### config.mk
export PLATFORM = sky130hd
export DESIGN_NAME = alu_exec_seq
export DESIGN_NICKNAME = d
export VERILOG_FILES = /design/src/rtl/alu_ctrl_pkg.sv /design/src/rtl/alu_ctrl_decode.sv /design/src/rtl/alu_exec_seq.sv
export SDC_FILE = /design/constraint.sdc
export NUM_CORES = 1
export LEC_CHECK = 0
export CAP_MARGIN = 0
export CORE_MARGIN = 10
export CORE_UTILIZATION = 55
export CTS_CLUSTER_DIAMETER = 40
export DETAILED_ROUTE_END_ITERATION = 8
export DONT_BUFFER_PORTS = 1
export GPL_TIMING_DRIVEN = 0
export PLACE_DENSITY = 0.8
export SYNTH_ARGS = -nofsm -noshare
export SYNTH_HDL_FRONTEND = slang
export SYNTH_SLANG_ARGS = --single-unit
### constraint.sdc
create_clock -name clk -period 5.4 [get_ports clk]
set_clock_uncertainty 0.1 [all_clocks]
set_input_delay 1.35 -clock clk [delete_from_list [all_inputs] [get_ports clk]]
set_output_delay 1.35 -clock clk [all_outputs]
set_load 0.01 [all_outputs]
### src/rtl/alu_ctrl_pkg.sv
// Shared encodings for the ALU control decoder and the sequenced ALU:
// control codes, R-type funct values, main-control alu_op values and FSM states.
package alu_ctrl_pkg;

    localparam logic [3:0] CTRL_AND     = 4'b0000;
    localparam logic [3:0] CTRL_OR      = 4'b0001;
    localparam logic [3:0] CTRL_ADD     = 4'b0010;
    localparam logic [3:0] CTRL_SUB     = 4'b0110;
    localparam logic [3:0] CTRL_SLT     = 4'b0111;
    localparam logic [3:0] CTRL_MULT    = 4'b1000;
    localparam logic [3:0] CTRL_NOR     = 4'b1100;
    localparam logic [3:0] CTRL_ILLEGAL = 4'b1111;

    localparam logic [5:0] FUNCT_ADD  = 6'b100000;
    localparam logic [5:0] FUNCT_SUB  = 6'b100010;
    localparam logic [5:0] FUNCT_AND  = 6'b100100;
    localparam logic [5:0] FUNCT_OR   = 6'b100101;
    localparam logic [5:0] FUNCT_SLT  = 6'b101010;
    localparam logic [5:0] FUNCT_NOR  = 6'b100111;
    localparam logic [5:0] FUNCT_MULT = 6'b011000;

    localparam logic [1:0] ALU_OP_ADD     = 2'b00;
    localparam logic [1:0] ALU_OP_SUB     = 2'b01;
    localparam logic [1:0] ALU_OP_RTYPE   = 2'b10;
    localparam logic [1:0] ALU_OP_SUB_ALT = 2'b11;

    typedef enum logic [1:0] {
        IDLE = 2'd0,
        BUSY = 2'd1,
        DONE = 2'd2
    } state_t;

endpackage

### src/rtl/alu_ctrl_decode.sv
// Combinational alu_op/funct decoder. Funct 011000 decodes as a multi-cycle
// mult only when ALU_MULT_EN is defined; otherwise it is illegal.
module alu_ctrl_decode
    import alu_ctrl_pkg::*;
(
    input  logic [1:0] alu_op,
    input  logic [5:0] funct,
    output logic [3:0] alu_ctrl,
    output logic       illegal,
    output logic       is_multi
);

    always_comb begin
        // NOTE: every output gets a default before the case so no path can infer a latch.
        alu_ctrl = CTRL_ADD;
        illegal  = 1'b0;
        is_multi = 1'b0;
        case (alu_op)
            ALU_OP_ADD:                 alu_ctrl = CTRL_ADD;
            ALU_OP_SUB, ALU_OP_SUB_ALT: alu_ctrl = CTRL_SUB;
            default: begin
                case (funct)
                    FUNCT_ADD: alu_ctrl = CTRL_ADD;
                    FUNCT_SUB: alu_ctrl = CTRL_SUB;
                    FUNCT_AND: alu_ctrl = CTRL_AND;
                    FUNCT_OR:  alu_ctrl = CTRL_OR;
                    FUNCT_SLT: alu_ctrl = CTRL_SLT;
                    FUNCT_NOR: alu_ctrl = CTRL_NOR;
`ifdef ALU_MULT_EN
                    FUNCT_MULT: begin
                        alu_ctrl = CTRL_MULT;
                        is_multi = 1'b1;
                    end
`endif
                    default: begin
                        alu_ctrl = CTRL_ILLEGAL;
                        illegal  = 1'b1;
                    end
                endcase
            end
        endcase
    end

endmodule

### src/rtl/alu_exec_seq.sv
// Decode-and-execute ALU with a registered valid/ready result. Define
// ALU_MULT_EN to add the WIDTH-cycle shift-add multiply (BUSY state).
module alu_exec_seq
    import alu_ctrl_pkg::*;
#(
    parameter int WIDTH = 32
) (
    input  logic             clk,
    input  logic             rst,
    input  logic             in_valid,
    output logic             in_ready,
    input  logic [1:0]       alu_op,
    input  logic [5:0]       funct,
    input  logic [WIDTH-1:0] opnd_a,
    input  logic [WIDTH-1:0] opnd_b,
    output logic             out_valid,
    input  logic             out_ready,
    output logic [WIDTH-1:0] result,
    output logic             zero,
    output logic [3:0]       alu_ctrl,
    output logic             illegal
);

    state_t           state, next_state;
    logic [3:0]       dec_ctrl;
    logic             dec_illegal;
    logic             dec_multi;
    logic             accept;
    logic [WIDTH-1:0] alu_res;

    alu_ctrl_decode u_decode (
        .alu_op   (alu_op),
        .funct    (funct),
        .alu_ctrl (dec_ctrl),
        .illegal  (dec_illegal),
        .is_multi (dec_multi)
    );

    assign accept = in_valid && in_ready;

    always_comb begin
        alu_res = '0;
        case (dec_ctrl)
            CTRL_ADD: alu_res = opnd_a + opnd_b;
            CTRL_SUB: alu_res = opnd_a - opnd_b;
            CTRL_AND: alu_res = opnd_a & opnd_b;
            CTRL_OR:  alu_res = opnd_a | opnd_b;
            CTRL_SLT: alu_res = {{(WIDTH-1){1'b0}}, ($signed(opnd_a) < $signed(opnd_b))};
            CTRL_NOR: alu_res = ~(opnd_a | opnd_b);
            default:  alu_res = '0;
        endcase
    end

`ifdef ALU_MULT_EN
    localparam int CNT_W = $clog2(WIDTH) + 1;

    logic [CNT_W-1:0] cnt;
    logic [WIDTH-1:0] mcand, mplier, acc, acc_next;
    logic             mult_last;

    assign acc_next  = acc + (mplier[0] ? mcand : '0);
    assign mult_last = (state == BUSY) && (cnt == CNT_W'(WIDTH - 1));

    always_ff @(posedge clk) begin
        if (rst) begin
            cnt <= '0;
        end else if (accept && dec_multi) begin
            cnt <= '0;
        end else if (state == BUSY) begin
            cnt <= cnt + CNT_W'(1);
        end
    end

    // NOTE: the shift-add datapath is loaded on every accept, so it carries no reset.
    always_ff @(posedge clk) begin
        if (accept && dec_multi) begin
            mcand  <= opnd_a;
            mplier <= opnd_b;
            acc    <= '0;
        end else if (state == BUSY) begin
            mcand  <= mcand << 1;
            mplier <= mplier >> 1;
            acc    <= acc_next;
        end
    end
`endif

    always_ff @(posedge clk) begin
        // NOTE: non-blocking assignments keep every register updating from pre-edge values.
        if (rst) state <= IDLE;
        else     state <= next_state;
    end

    always_comb begin
        next_state = state;
        case (state)
            IDLE: if (in_valid) next_state = dec_multi ? BUSY : DONE;
`ifdef ALU_MULT_EN
            BUSY: next_state = mult_last ? DONE : BUSY;
`else
            BUSY: next_state = IDLE;
`endif
            DONE: begin
                if (out_ready) begin
                    if (in_valid) next_state = dec_multi ? BUSY : DONE;
                    else          next_state = IDLE;
                end
            end
            default: next_state = IDLE;
        endcase
    end

    always_comb begin
        in_ready  = (state == IDLE) || ((state == DONE) && out_ready);
        out_valid = (state == DONE);
    end

    // Held outputs only load on a transition into DONE.
    always_ff @(posedge clk) begin
        if (rst) begin
            result   <= '0;
            zero     <= 1'b0;
            alu_ctrl <= 4'b0000;
            illegal  <= 1'b0;
        end else if (accept && !dec_multi) begin
            result   <= alu_res;
            zero     <= (alu_res == '0);
            alu_ctrl <= dec_ctrl;
            illegal  <= dec_illegal;
`ifdef ALU_MULT_EN
        end else if (mult_last) begin
            result   <= acc_next;
            zero     <= (acc_next == '0);
            alu_ctrl <= CTRL_MULT;
            illegal  <= 1'b0;
`endif
        end
    end

endmodule
==> metrics.md <==
| Metric | Value |
|---|---|
| Final hold vios | 0 |
| Drt drc | 0 |
| Cell family with most CP delay | compound AO/OA/AOI/OAI gates |
| Num ports | 116 |
| CP Class | in2reg |
| Area delta synth->final | 5.00% |
| Initial antenna violation count | 0 |
| Vias in the first global route | 7,786 |
| Mapped Area | 7180 sq um |
| Routed WL | 27,200 microns |
| CP max stage delay | 0.86 ns |
| Die width | 134 microns |
| Outcome | finished clean |
| Critical Path AT | 5.36 ns |
| Top cell type's share of synthesized area | 0.172 |
| Worst slew pin tran | 1.30 ns |
| Max_slew headroom | 0.130 |
| Maximum root-to-sink buffer count | 2 |
| Drt via density | 6.75 |
| Finish-stage setup viols | 0 |
| Post-Route Setup TNS | 0 ns |
| DR pass1 iterations | 6 |
| Share of cells above drive strength 1 | 0.0500 |
| Site Rows | 41 |
| Static leakage | 3.20 nW |
| Critical path data required time | 5.50 ns |
| Syn_area_per_cell | 6.71 sq um |
| GRT overflow | 0 |
| # hold bufs at CTS | 0 |
| Worst-Skew Late Latency | 0.28 ns |
| Post-Syn Nets | 1,248 |
| Largest net degree at the start of global routing | 12 |
| EDFF count, synth | 0 |
| First-pass GRT wire length | 42,400 microns |
| Placer Congestion | 1.04 |
| Core area | 12,700 sq um |
| Maximum VDD drop | 0.117 mV |
| MaxCap Viol Count | 0 |
| Die H | 134 microns |
| Fin nets | 1,255 |
| Crit-path max FO | 10 |
| First DRT Iteration DRCs | 1,252 |
| Synthesis-stage register bit count | 39 |
| Gr usage total | 0.286 |
| Cells after synthesis | 1,071 |
| CTS tree | built |
| Clock root cell | clkbuf_16 |
| Min cycle time layout | 5.26 ns |
| Cell Chain, Critical Path | buf_2 > nor3_1 > a21oi_1 > clkbuf_1 > clkbuf_1 > o21ai_0 > o22ai_1 > a21boi_0 > and4_1 > nand4_1 > o32ai_2 |
| CP endpoint kind | flip-flop |
| Antenna Nets Post-Route | 0 |
| Synth area leader | ha_1 |
| Final Cycle Share | 0.975 |
| Post-synthesis async set-or-reset flop share | 0 |
| Most numerous cell on the critical path | clkbuf_1 |
| ANT cells | 0 |
| Synth warn | 0 |
| Hold Path Class | reg2reg |
| Slowest CP cell | a21oi_1 |
| Slew Viols, Final | 0 |
| Dpl hpwl | 21,800 microns |
| Number of I/O port buffers | 0 |
| Commonest non-fill, non-tap cell in the layout | nor2_1 |
| Max Fclk | 0.190 GHz |
| Power density cells | 177 nW/um^2 |
| Crit path buf inv count | 3 |
| Die Area | 18,000 sq um |
| Initial Utilization | 0.565 |
| Routed len/inst | 21.7 microns |
| Number of H-tree levels | 2 |
| Final instance area | 7540 sq um |
| Commonest non-fill, non-tap cells in the layout | nor2_1 (116), nand2_1 (103), ha_1 (99) |
| Routed vias | 8,449 |
| Top cells by area, synth | ha_1 (17%), dfxtp_1 (11%), a21oi_1 (6.4%) |
| RSZ-0062 raised after global routing | no |
| Sink Count | 39 |
| CTS buffer count | 5 |
| Top_reg_cell synth | dfxtp_1 |
| Seq/Total Area, Yosys | 0.109 |
| Critical path startpoint category | input pin |
| Clk pin slew, worst setup/hold paths | 0.06 ns |
| Synth cell types | 87 |
| DP Area | 7400 sq um |
-- cell families after synthesis --
| group | synth area share |
|---|---|
| adders and majority gates | 0.178 |
| and+or+nand+nor | 0.255 |
| buffers and inverters | 0.0946 |
| AOI/OAI and AO/OA | 0.349 |
| DFF | 0.109 |
| xor gates and xnor gates | 0.00854 |
| muxes | 0.00575 |
-- final cells by class --
| type | instances | area (sq um) |
|---|---|---|
| clock buffers | 7 | 133 |
| inverters | 96 | 360 |
| plain buffers | 71 | 319 |
| clock inverters | 1 | 5.00 |
| multi-input cells | 865 | 5730 |
| well taps | 172 | 215 |
| flip-flops and latches | 39 | 781 |
| fillers | 1255 | 5180 |
-- sequential cells by signal, summed over array words and instances, names as in the netlist --
| name | cells |
|---|---|
| result | 32 |
| state | 1 |
| zero | 1 |
| alu_ctrl | 4 |
| illegal | 1 |
-- tightest hold or removal path, delay by kind of cell (launching register included) --
kind               cells  cell delay [ns]
AOI/OAI and AO/OA      1             0.05
DFF                    1             0.34
and+or+nand+nor        1             0.07
-- power by group --
part	leakage [nW]	internal (W)	switching, W
registers	0.323	0.000314	0.0000320
clock network	0.0679	0.000171	0.000111
logic	2.81	0.000239	0.000471
-- through the flow --
stage               setup WS, ns  hold WS (ns)  total power (W)  utilization  instances
detailed placement         0.102         0.400          0.00103        0.581       1243
global placement          0.0812         0.395          0.00102        0.581       1243
global route              0.0874         0.433          0.00141        0.593       1251
finish                     0.136         0.410          0.00134        0.593       1251
floorplan                  0.848         0.381         0.000843            -       1071
CTS                        0.354         0.410          0.00130        0.592       1251
-- worst paths after layout --
path | start | end | slack (ns) | cells past startpoint
worst min register to register | result[20] | result[20] | 0.41 | 2
worst max-delay path | funct[1] | zero | 0.14 | 11
worst max register to register | state[1] | zero | 2.90 | 10
worst min-delay path | result[20] | result[20] | 0.41 | 2
-- metal layers --
metal | vias up | global-route usage | routed length (microns)
met5 | - | 0 | 0
met4 | 0 | 0.114 | 1050
met3 | 81 | 0.0971 | 4280
met2 | 609 | 0.429 | 11300
met1 | 3857 | 0.366 | 10500
li1 | 3902 | - | -
-- timing repair --
| action | in CTS | in global routing |
|---|---|---|
| buffers inserted | 0 | 0 |
| endpoints found under the setup margin | 0 | 1 |
| gates resized for setup | 0 | 1 |
-- synthesized netlist by cell type, types with 7 or more instances --
master / number
nor3_1: 35
clkbuf_1: 48
and2_1: 7
a22oi_1: 9
nand2b_1: 13
inv_1: 95
a21boi_0: 8
o211ai_1: 8
a221oi_1: 7
nor4_1: 11
nand2_1: 103
nor2b_1: 14
a21o_1: 10
ha_1: 99
buf_2: 12
o22ai_1: 13
o31ai_1: 19
nand4_1: 15
nand3_1: 24
nor2_1: 116
o21ai_0: 75
a211oi_1: 32
a31oi_1: 21
dfxtp_1: 39
a21oi_1: 92
No activity file was read; power rests on OpenSTA's default activity.
